**src/rtl/alu_retire_stage.sv**
```systemverilog
// Retire stage behind the 20-bit ALU: register file writeback, 4-bit status, jump resolution and trap mode.
// Optional build macro RETIRE_COUNT_EN adds a 16-bit wrapping count of accepted requests (retire_cnt).

module alu_retire_reg #(
  parameter int DATA_W = 20
) (
  input  logic              clk,
  input  logic              rst,
  input  logic              we_i,
  input  logic [DATA_W-1:0] d_i,
  output logic [DATA_W-1:0] q_o
);
  logic [DATA_W-1:0] q_q;

  always_ff @(posedge clk or posedge rst) begin
    if (rst)       q_q <= '0;
    else if (we_i) q_q <= d_i;
  end

  assign q_o = q_q;
endmodule

module alu_retire_stage #(
  parameter int DATA_W = 20,
  parameter int NREG   = 8,
  parameter int REG_AW = 3
) (
  input  logic              clk,
  input  logic              rst,
  input  logic              in_valid,
  output logic              in_ready,
  input  logic [2:0]        in_kind,
  input  logic [REG_AW-1:0] in_dest,
  input  logic [DATA_W-1:0] in_result,
  input  logic              in_flag_we,
  input  logic [3:0]        in_flags,
  input  logic [REG_AW-1:0] rd_addr,
  output logic [DATA_W-1:0] rd_data,
  output logic [3:0]        status,
  output logic              br_taken,
  output logic [DATA_W-1:0] br_target,
  output logic              trap,
`ifdef RETIRE_COUNT_EN
  output logic [15:0]       retire_cnt,
`endif
  input  logic              trap_clr
);
  localparam logic [2:0] K_WB  = 3'd0, K_LSR = 3'd1, K_XSR = 3'd2, K_JMP = 3'd3,
                         K_JZ  = 3'd4, K_JS  = 3'd5, K_JZS = 3'd6, K_TRAP = 3'd7;

  typedef enum logic [1:0] {RUN, FLUSH, TRAP} state_t;

  state_t                       state_q, state_d;
  logic [3:0]                   status_q, status_d;
  logic                         br_taken_q;
  logic [DATA_W-1:0]            br_target_q;
  logic [NREG-1:0][DATA_W-1:0]  regs_q;

  logic acc, wb_we, take;

  assign in_ready = (state_q == RUN);
  assign acc      = in_valid && in_ready;
  assign wb_we    = acc && (in_kind == K_WB);

  // Jump condition sees the status held before this instruction retires.
  always_comb begin
    take = 1'b0;
    if (acc) begin
      unique case (in_kind)
        K_JMP:   take = 1'b1;
        K_JZ:    take = status_q[0];
        K_JS:    take = status_q[2];
        K_JZS:   take = status_q[0] | status_q[2];
        default: take = 1'b0;
      endcase
    end
  end

  always_comb begin
    status_d = status_q;
    if (acc) begin
      unique case (in_kind)
        K_WB:    if (in_flag_we) status_d = in_flags;
        K_LSR:   status_d = in_result[3:0];
        K_XSR:   status_d = status_q ^ in_result[3:0];
        default: status_d = status_q;
      endcase
    end
  end

  // Trap entry only happens from RUN and trap_clr only acts in TRAP, so entry always wins.
  always_comb begin
    state_d = state_q;
    unique case (state_q)
      RUN: begin
        if (acc && in_kind == K_TRAP) state_d = TRAP;
        else if (take)                state_d = FLUSH;
      end
      FLUSH:   state_d = RUN;
      TRAP:    if (trap_clr) state_d = RUN;
      default: state_d = RUN;
    endcase
  end

  always_ff @(posedge clk or posedge rst) begin
    if (rst) begin
      state_q     <= RUN;
      status_q    <= '0;
      br_taken_q  <= 1'b0;
      br_target_q <= '0;
    end else begin
      state_q    <= state_d;
      status_q   <= status_d;
      br_taken_q <= take;
      if (take) br_target_q <= in_result;
    end
  end

  for (genvar g = 0; g < NREG; g++) begin : g_reg
    alu_retire_reg #(.DATA_W(DATA_W)) u_reg (
      .clk  (clk),
      .rst  (rst),
      .we_i (wb_we && (in_dest == REG_AW'(g))),
      .d_i  (in_result),
      .q_o  (regs_q[g])
    );
  end

  // Write-first: a same-cycle writeback to the read address is forwarded.
  assign rd_data   = (wb_we && in_dest == rd_addr) ? in_result : regs_q[rd_addr];
  assign status    = status_q;
  assign br_taken  = br_taken_q;
  assign br_target = br_target_q;
  assign trap      = (state_q == TRAP);

`ifdef RETIRE_COUNT_EN
  logic [15:0] cnt_q;

  always_ff @(posedge clk or posedge rst) begin
    if (rst)      cnt_q <= '0;
    else if (acc) cnt_q <= cnt_q + 16'd1;
  end

  assign retire_cnt = cnt_q;
`endif
endmodule
```
**config.mk**
```make
export PLATFORM = sky130hd
export DESIGN_NAME = alu_retire_stage
export DESIGN_NICKNAME = d
export VERILOG_FILES = /design/src/rtl/alu_retire_stage.sv
export SDC_FILE = /design/constraint.sdc
export NUM_CORES = 1
export LEC_CHECK = 0
export CAP_MARGIN = 20
export CORE_ASPECT_RATIO = 1.25
export CORE_UTILIZATION = 40
export DETAILED_ROUTE_END_ITERATION = 10
export GPL_TIMING_DRIVEN = 0
export PLACE_DENSITY_LB_ADDON = 0.12
export SLEW_MARGIN = 20
export SYNTH_ARGS = -nofsm -noshare
export SYNTH_HDL_FRONTEND = slang
export SYNTH_HIERARCHICAL = 1
export SYNTH_SLANG_ARGS = --single-unit
```
**constraint.sdc**
```tcl
create_clock -name clk -period 4.3 [get_ports clk]
set_input_delay 0.86 -clock clk [delete_from_list [all_inputs] [get_ports clk]]
set_output_delay 0.86 -clock clk [all_outputs]
set_load 0.005 [all_outputs]
```
==> results of run 1 <==
[final cells by class]
class / instances / area (µm²) / area share
flip-flops and latches: 187 / 4680 / 0.411
clock inverters: 12 / 113 / 0.00990
well taps: 292 / 365 / 0.0321
plain buffers: 35 / 343 / 0.0301
multi-input cells: 312 / 4530 / 0.398
inverters: 12 / 45.0 / 0.00396
repair buffers: 82 / 846 / 0.0744
clock buffers: 20 / 457 / 0.0402
[state kept, by name, indices dropped and copies added (netlist names)]
register and flops:
state_q 2, br_target 20, br_taken 1, g.u_reg/q_o 160
status 4
[stage by stage]
stage	power (mW)	area (µm²)
after CTS	4.77	11300
final	4.72	11400
after global placement	3.18	10800
after detailed placement	3.22	10800
after floorplan	2.77	9590
after global routing	4.92	11400
[what timing repair did]
item / in CTS / in global routing
endpoints found under the setup margin: 0 / 10
endpoints found under the hold margin: 0 / 0
gates resized for setup: 0 / 5
buffers inserted: 0 / 1
[cells by family after synthesis]
| group | after synthesis |
|---|---|
| compound gates | 19 |
| buf+inv | 47 |
| mux | 260 |
| flops | 187 |
| xor+xnor | 4 |
| simple gates | 29 |
[power breakdown]
part	internal (mW)	switching [mW]
logic	0.679	0.332
registers	2.02	0.147
clock network	0.837	0.698
total	3.54	1.18
[worst min path at each step]
stage | startpoint | end | slack, ns
after global placement | g_reg[5].u_reg/q_o[13] | g_reg[5].u_reg/q_o[13] | 0.49
final | g_reg[3].u_reg/q_o[1] | g_reg[3].u_reg/q_o[1] | 0.50
after CTS | g_reg[3].u_reg/q_o[1] | g_reg[3].u_reg/q_o[1] | 0.51
after floorplan | g_reg[1].u_reg/q_o[0] | g_reg[1].u_reg/q_o[0] | 0.47
after global routing | g_reg[5].u_reg/q_o[14] | g_reg[5].u_reg/q_o[14] | 0.52
after detailed placement | g_reg[1].u_reg/q_o[6] | g_reg[1].u_reg/q_o[6] | 0.48
[layout by cell type (no fill, tap or decap), drive strengths merged]
cell type and count:
buf 30, xnor2 3, or2b 1, o2bb2ai 5
nor3 5, clkdlybuf4s50 76, and2b 1, and4 1
nor3b 1, dlymetal6s2s 4, bufinv 1, nor2 8
xor2 1, nand2 4, nand3 2, inv 13
clkinv 9, a21oi 1, nor4 1, nand2b 4
clkbuf 27, a32oi 4, mux4 40, mux2 220
a221oi 1, dfrtp 187, o21ai 8, clkinvlp 1
or3b 1
[metal layers]
layer	global-route usage	vias to the layer above	routed length [µm]
met2	0.351	107	12300
li1	-	2249	-
met1	0.257	2816	10100
met5	0	-	0
met3	0.0301	31	588
met4	0.0770	0	500
==> flow_summary.ini, run 1 <==
[outcome]
outcome = completed

[placement]
dp.final_hpwl_mm = 15.7
numPortBuffers = 80
placed_cells_incl_taps = 918
routabilityCongestion = 0.752
placement.setup.worst_slack_ns = 0.0535

[sta]
rsz0062_at_grt = no
finalSetupViolations = 0
maxSlewHeadroom = 0.320
timing.setup.tns_ns = 0
max_freq_mhz = 237
final.hold.worst_slack_ns = 0.504
final_period_minus_worst_setup_slack_ns = 4.22
post-route-period-util = 0.981
slew_viol_final = 0
skew_ns = 0.00591
minimum_setup_slack_in_the_final_design_ns = 0.0816
timing.final.hold_violations = 0
worst_pin_slew_ns = 1.01

[critical_path]
crit_path_max_fanout = 10
crit_slowest_cell = sky130_fd_sc_hd__clkdlybuf4s50_1
cpPeakStageDelay_ns = 0.46
critPathRequiredTime_ns = 3.44
setup.worst_path.start_class = input port
endpoint = rd_data[0]
worst-r2r-setup-slack_ns = 1.72
critPathArrivalTime_ns = 3.36
path_class = input port to output pin
crit_path_cell_trace = clkdlybuf4s50_1 -> or3b_4 -> buf_6 -> nor4_4 -> and4_4 -> buf_12 -> mux2_4 -> clkdlybuf4s50_1
reg2reg_from = state_q[0]
cp.buffers_inverters = 4
reg2reg_depth = 7
most_used_cell_along_the_critical_path = sky130_fd_sc_hd__clkdlybuf4s50_1
cp_num_cells = 8
critical_path_s_top_delay_family = buffers and inverters
kind_of_end_point_of_the_critical_path = output pin
crit_path_start = in_valid
crit-reg2reg-capture = g_reg[0].u_reg/q_o[15]

[detailed_routing]
number_of_drc_violations_after_detailed_routing_iteration_0 = 220
postRouteAntennaNets = 0
detailedRoute.firstPassIterationCount = 4
route.detailed.drc = 0
vias = 5203
detail_route.wl_per_cell_um = 24.7
route.final.wire_length_mm = 23.5
post_detailed_route_via_to_cell_ratio = 5.47

[clock_network]
ctsLongestPathBuffers = 2
clock_root_buffer_master = sky130_fd_sc_hd__clkbuf_16
numCtsBuffers = 17
cts.hold.buffers_added = 0
number_of_clock_sinks_seen_by_cts = 187
htree_num_levels = 4
cts_tree = built
worst_setup_hold_path_clk_slew_ns = 0.07
clock_latency_ns = 0.43

[cells_and_area]
post-route-util = 0.481
area_delta_synth_final_pct = 18.6
nFillCells = 2033
antennaDiodeCount = 0
final_layout_size_suffix_gt1_frac = 0.448
layout.nets = 685
final-instance-count-excl-fill = 952

[logic_synthesis]
synth_async_sr_flop_share = 1.00
syn_inst = 546
ys_top_cells_by_count = sky130_fd_sc_hd__dfrtp_1, sky130_fd_sc_hd__mux2_4, sky130_fd_sc_hd__mux2_2
synth_net_count = 584
muxShareOfSynthArea = 0.435
synth-edff-count = 0
arithmetic_cell_share_of_the_synthesized_area_counting_full_adders_half_adders_and_majority_gates = 0
area_fraction_in_compound_gates_after_synthesis = 0.0145
dominant_cell_by_count_in_the_synthesized_netlist = sky130_fd_sc_hd__dfrtp_1
synth_area_per_cell_um2 = 17.6
combinational_family_with_the_most_area_after_synthesis = multiplexers
synth-simple-area-share = 0.0183
netlist-cell-type-count = 31
synthesis.yosys.warnings = 6
biggest_area_consumer_among_synthesized_cells = sky130_fd_sc_hd__dfrtp_1
synth_largest_type_area_fraction = 0.488
synth_sequential_area_ratio = 0.488
yosys_register_bits = 187
ys.flop_type = sky130_fd_sc_hd__dfrtp_1
synth_area_um2 = 9590
synth-xor-area-share = 0.00365
yosys-top-cells-area = sky130_fd_sc_hd__dfrtp_1, sky130_fd_sc_hd__mux2_4, sky130_fd_sc_hd__mux4_1, sky130_fd_sc_hd__mux2_2, sky130_fd_sc_hd__buf_6

[pwr]
p_leak_nw = 5.28
ir_drop_mv = 0.277
power_density_nw_per_um2 = 415

[floorplan]
die_y_um = 175
num_rows = 63
core_area_um2 = 23600
die_area_um2 = 24600
io_pins = 85
die_w_um = 140
initial_core_util = 0.406

[min_path]
min_delay_path_depth = 1
worst_hold_path_type = flip-flop to flip-flop

[flow_run]
maxCapViolCount = 0

[global_route]
via_count_of_the_first_global_routing_pass = 5869
global_route_wire_length_before_repair_mm = 36.3
globalRouteTotalUtil = 0.203
overflow = 0
maximum_number_of_pins_on_one_net_before_global_route_repair = 28
grt_antenna_before_repair = 0
(Power assumes the default switching activity.)
==> inputs of run 2 (changes only) <==
--- a/config.mk
+++ b/config.mk
@@ -7,11 +7,12 @@
 export LEC_CHECK = 0
 export CAP_MARGIN = 20
 export CORE_ASPECT_RATIO = 1.25
-export CORE_UTILIZATION = 40
+export CORE_MARGIN = 3
+export CORE_UTILIZATION = 38
 export DETAILED_ROUTE_END_ITERATION = 10
 export GPL_TIMING_DRIVEN = 0
 export PLACE_DENSITY_LB_ADDON = 0.12
-export SLEW_MARGIN = 20
+export SLEW_MARGIN = 10
 export SYNTH_ARGS = -nofsm -noshare
 export SYNTH_HDL_FRONTEND = slang
 export SYNTH_HIERARCHICAL = 1
==> run 2 against run 1 <==
  * Non-clock buffer count rose by 1
  * Utilization fell by 1.6 points
  * Count of clock-buffer cells in the layout fell by 1
  * Register-to-register slack barely moved
  * Via count fell by 0.90%
  * Critical path type unchanged
  * First-iteration DRC count rose by 38%
  * Cell area rose by 0.75%
  * Combinational power barely moved
  * Sequential share of layout area fell by 0.31 points
  * Die area rose by 11%
  * Sequential cell count did not move
==> flow_summary.ini, run 2 (same netlist as run 1, synthesis figures left out) <==
[clock_network]
numCtsBuffers = 17
post_cts_resize_count = 0
cts.repair_timing.setup_buffer_count = 0
clock_latency_ns = 0.44
cts.hold.buffers_added = 0
cts_tree = built
worst_setup_hold_path_clk_slew_ns = 0.07
ctsLongestPathBuffers = 2
number_of_clock_sinks_seen_by_cts = 187
clock_root_buffer_master = sky130_fd_sc_hd__clkbuf_16
htree_num_levels = 4

[critical_path]
reg2reg_from = state_q[0]
crit-reg2reg-capture = g_reg[0].u_reg/q_o[17]
setup.worst_path.start_class = input port
kind_of_end_point_of_the_critical_path = output pin
path_class = input port to output pin
critPathRequiredTime_ns = 3.44
crit_path_max_fanout = 10
reg2reg_depth = 7
worst-r2r-setup-slack_ns = 1.72
critPathArrivalTime_ns = 3.36

[pwr]
p_seq_frac = 0.458
power.share.clock = 0.328
power_mw = 4.75
ir_drop_mv = 0.216
internal-power_mw = 3.54
power_switching_mw = 1.21
switching_share = 0.255
combinational_group_share_of_total_power = 0.214
p_leak_nw = 5.24
power_density_nw_per_um2 = 414

[detailed_routing]
postRouteAntennaNets = 0
number_of_drc_violations_after_detailed_routing_iteration_0 = 303
detailedRoute.firstPassIterationCount = 4
route.final.wire_length_mm = 24.1
vias = 5156
post_detailed_route_via_to_cell_ratio = 5.20
detail_route.wl_per_cell_um = 24.3
route.detailed.drc = 0

[cells_and_area]
final_layout_size_suffix_gt1_frac = 0.446
area_delta_synth_final_pct = 19.5
layout.cells.most_common = sky130_fd_sc_hd__dfrtp_1
final_design_area_no_fill_um2 = 11500
antennaDiodeCount = 0
layout_common_cells = sky130_fd_sc_hd__dfrtp_1, sky130_fd_sc_hd__mux2_4, sky130_fd_sc_hd__clkdlybuf4s50_1
largest_register_ffs = 160
final-instance-count-excl-fill = 991
layout.nets = 686

[sta]
timing.setup.tns_ns = 0
post-route-period-util = 0.981
slew_viol_final = 0
rsz0062_at_grt = no
max_freq_mhz = 237
minimum_setup_slack_in_the_final_design_ns = 0.0797
timing.final.hold_violations = 0
worst_pin_slew_ns = 1.02
finalSetupViolations = 0
skew_ns = 0.0132
maxSlewHeadroom = 0.322
final_period_minus_worst_setup_slack_ns = 4.22

[floorplan]
io_pins = 85
die_y_um = 184
die_area_um2 = 27200
num_rows = 64
initial_core_util = 0.389
core_area_um2 = 24700
die_w_um = 148

[placement]
placement.setup.worst_slack_ns = 0.0488
area_of_placed_instances_um2 = 10800
routabilityCongestion = 0.794
numPortBuffers = 80
placed_cells_incl_taps = 957
dp.final_hpwl_mm = 16.1

[global_route]
global_route_wire_length_before_repair_mm = 37.7
via_count_of_the_first_global_routing_pass = 5863
maximum_number_of_pins_on_one_net_before_global_route_repair = 21
globalRouteTotalUtil = 0.185
grt_antenna_before_repair = 0
overflow = 0

[min_path]
min_to = g_reg[6].u_reg/q_o[10]
worst_hold_path_type = flip-flop to flip-flop
min_delay_path_depth = 1
min-delay-start = g_reg[6].u_reg/q_o[10]

[outcome]
outcome = completed

[flow_run]
maxCapViolCount = 0
## run 2: changes by cell type in the layout (fill, tap and decap cells not counted), moves of 3 or more
cell / previous run / this run
sky130_fd_sc_hd__clkdlybuf4s50_1: 76 / 80
sky130_fd_sc_hd__clkinv_1: 3 / 0
sky130_fd_sc_hd__dlymetal6s2s_1: 4 / 0
sky130_fd_sc_hd__inv_1: 8 / 12
## run 2: final cells by class
class	instances	area, µm²
Inverter	12	45.0
Clock buffer	19	443
Buffer	35	343
Multi-Input combinational cell	312	4520
Timing Repair Buffer	83	883
Fill cell	2186	13200
Clock inverter	13	129
Sequential cell	187	4680
Tap cell	330	413
## run 2: metrics by stage
stage / util / hold slack (ns)
6_report: 0.465 / 0.503
5_1_grt: 0.465 / 0.515
4_1_cts: 0.462 / 0.505
3_5_place_dp: 0.439 / 0.483
3_3_place_gp: 0.438 / 0.486
2_1_floorplan: - / 0.473
## run 2: layer usage
layer	wire, µm	part of all wire	up-vias	GRT usage
met5	0	0	-	0
met4	419	0.017	0	0.0591
met3	594	0.025	24	0.0254
met2	12500	0.52	98	0.315
met1	10600	0.44	2780	0.246
li1	-	-	2254	-
## run 2: power groups by stage
stage	Combinational (mW)	Clock (mW)	Sequential, mW
finish	1.02	1.56	2.17
global route	1.09	1.67	2.21
CTS	1.03	1.60	2.17
detailed placement	1.02	0	2.20
global placement	1.01	0	2.18
floorplan	0.607	0	2.16
## run 2: worst max-delay path by stage
stage              from     endpoint  slack (ns)
3_5_place_dp   in_valid  rd_data[17]        0.05
5_1_grt        in_valid  rd_data[19]        0.02
4_1_cts        in_valid  rd_data[19]        0.04
3_3_place_gp   in_valid  rd_data[18]        0.09
6_report       in_valid  rd_data[19]        0.08
2_1_floorplan  in_valid   rd_data[0]        1.22
## run 2: critical path, stage by stage
cell and delay, ns:
sky130_fd_sc_hd__clkdlybuf4s50_1 0.44, sky130_fd_sc_hd__or3b_1 0.35, sky130_fd_sc_hd__buf_6 0.14, sky130_fd_sc_hd__nor4_4 0.27
sky130_fd_sc_hd__and4_4 0.33, sky130_fd_sc_hd__buf_12 0.15, sky130_fd_sc_hd__mux2_4 0.32, sky130_fd_sc_hd__clkdlybuf4s50_1 0.47
==> inputs of run 3 (changes only) <==
--- a/config.mk
+++ b/config.mk
@@ -17,3 +17,4 @@
 export SYNTH_HDL_FRONTEND = slang
 export SYNTH_HIERARCHICAL = 1
 export SYNTH_SLANG_ARGS = --single-unit
+export TNS_END_PERCENT = 5
==> results of run 3 <==
The final DEF is identical to that of run 2; final timing and power are the same.
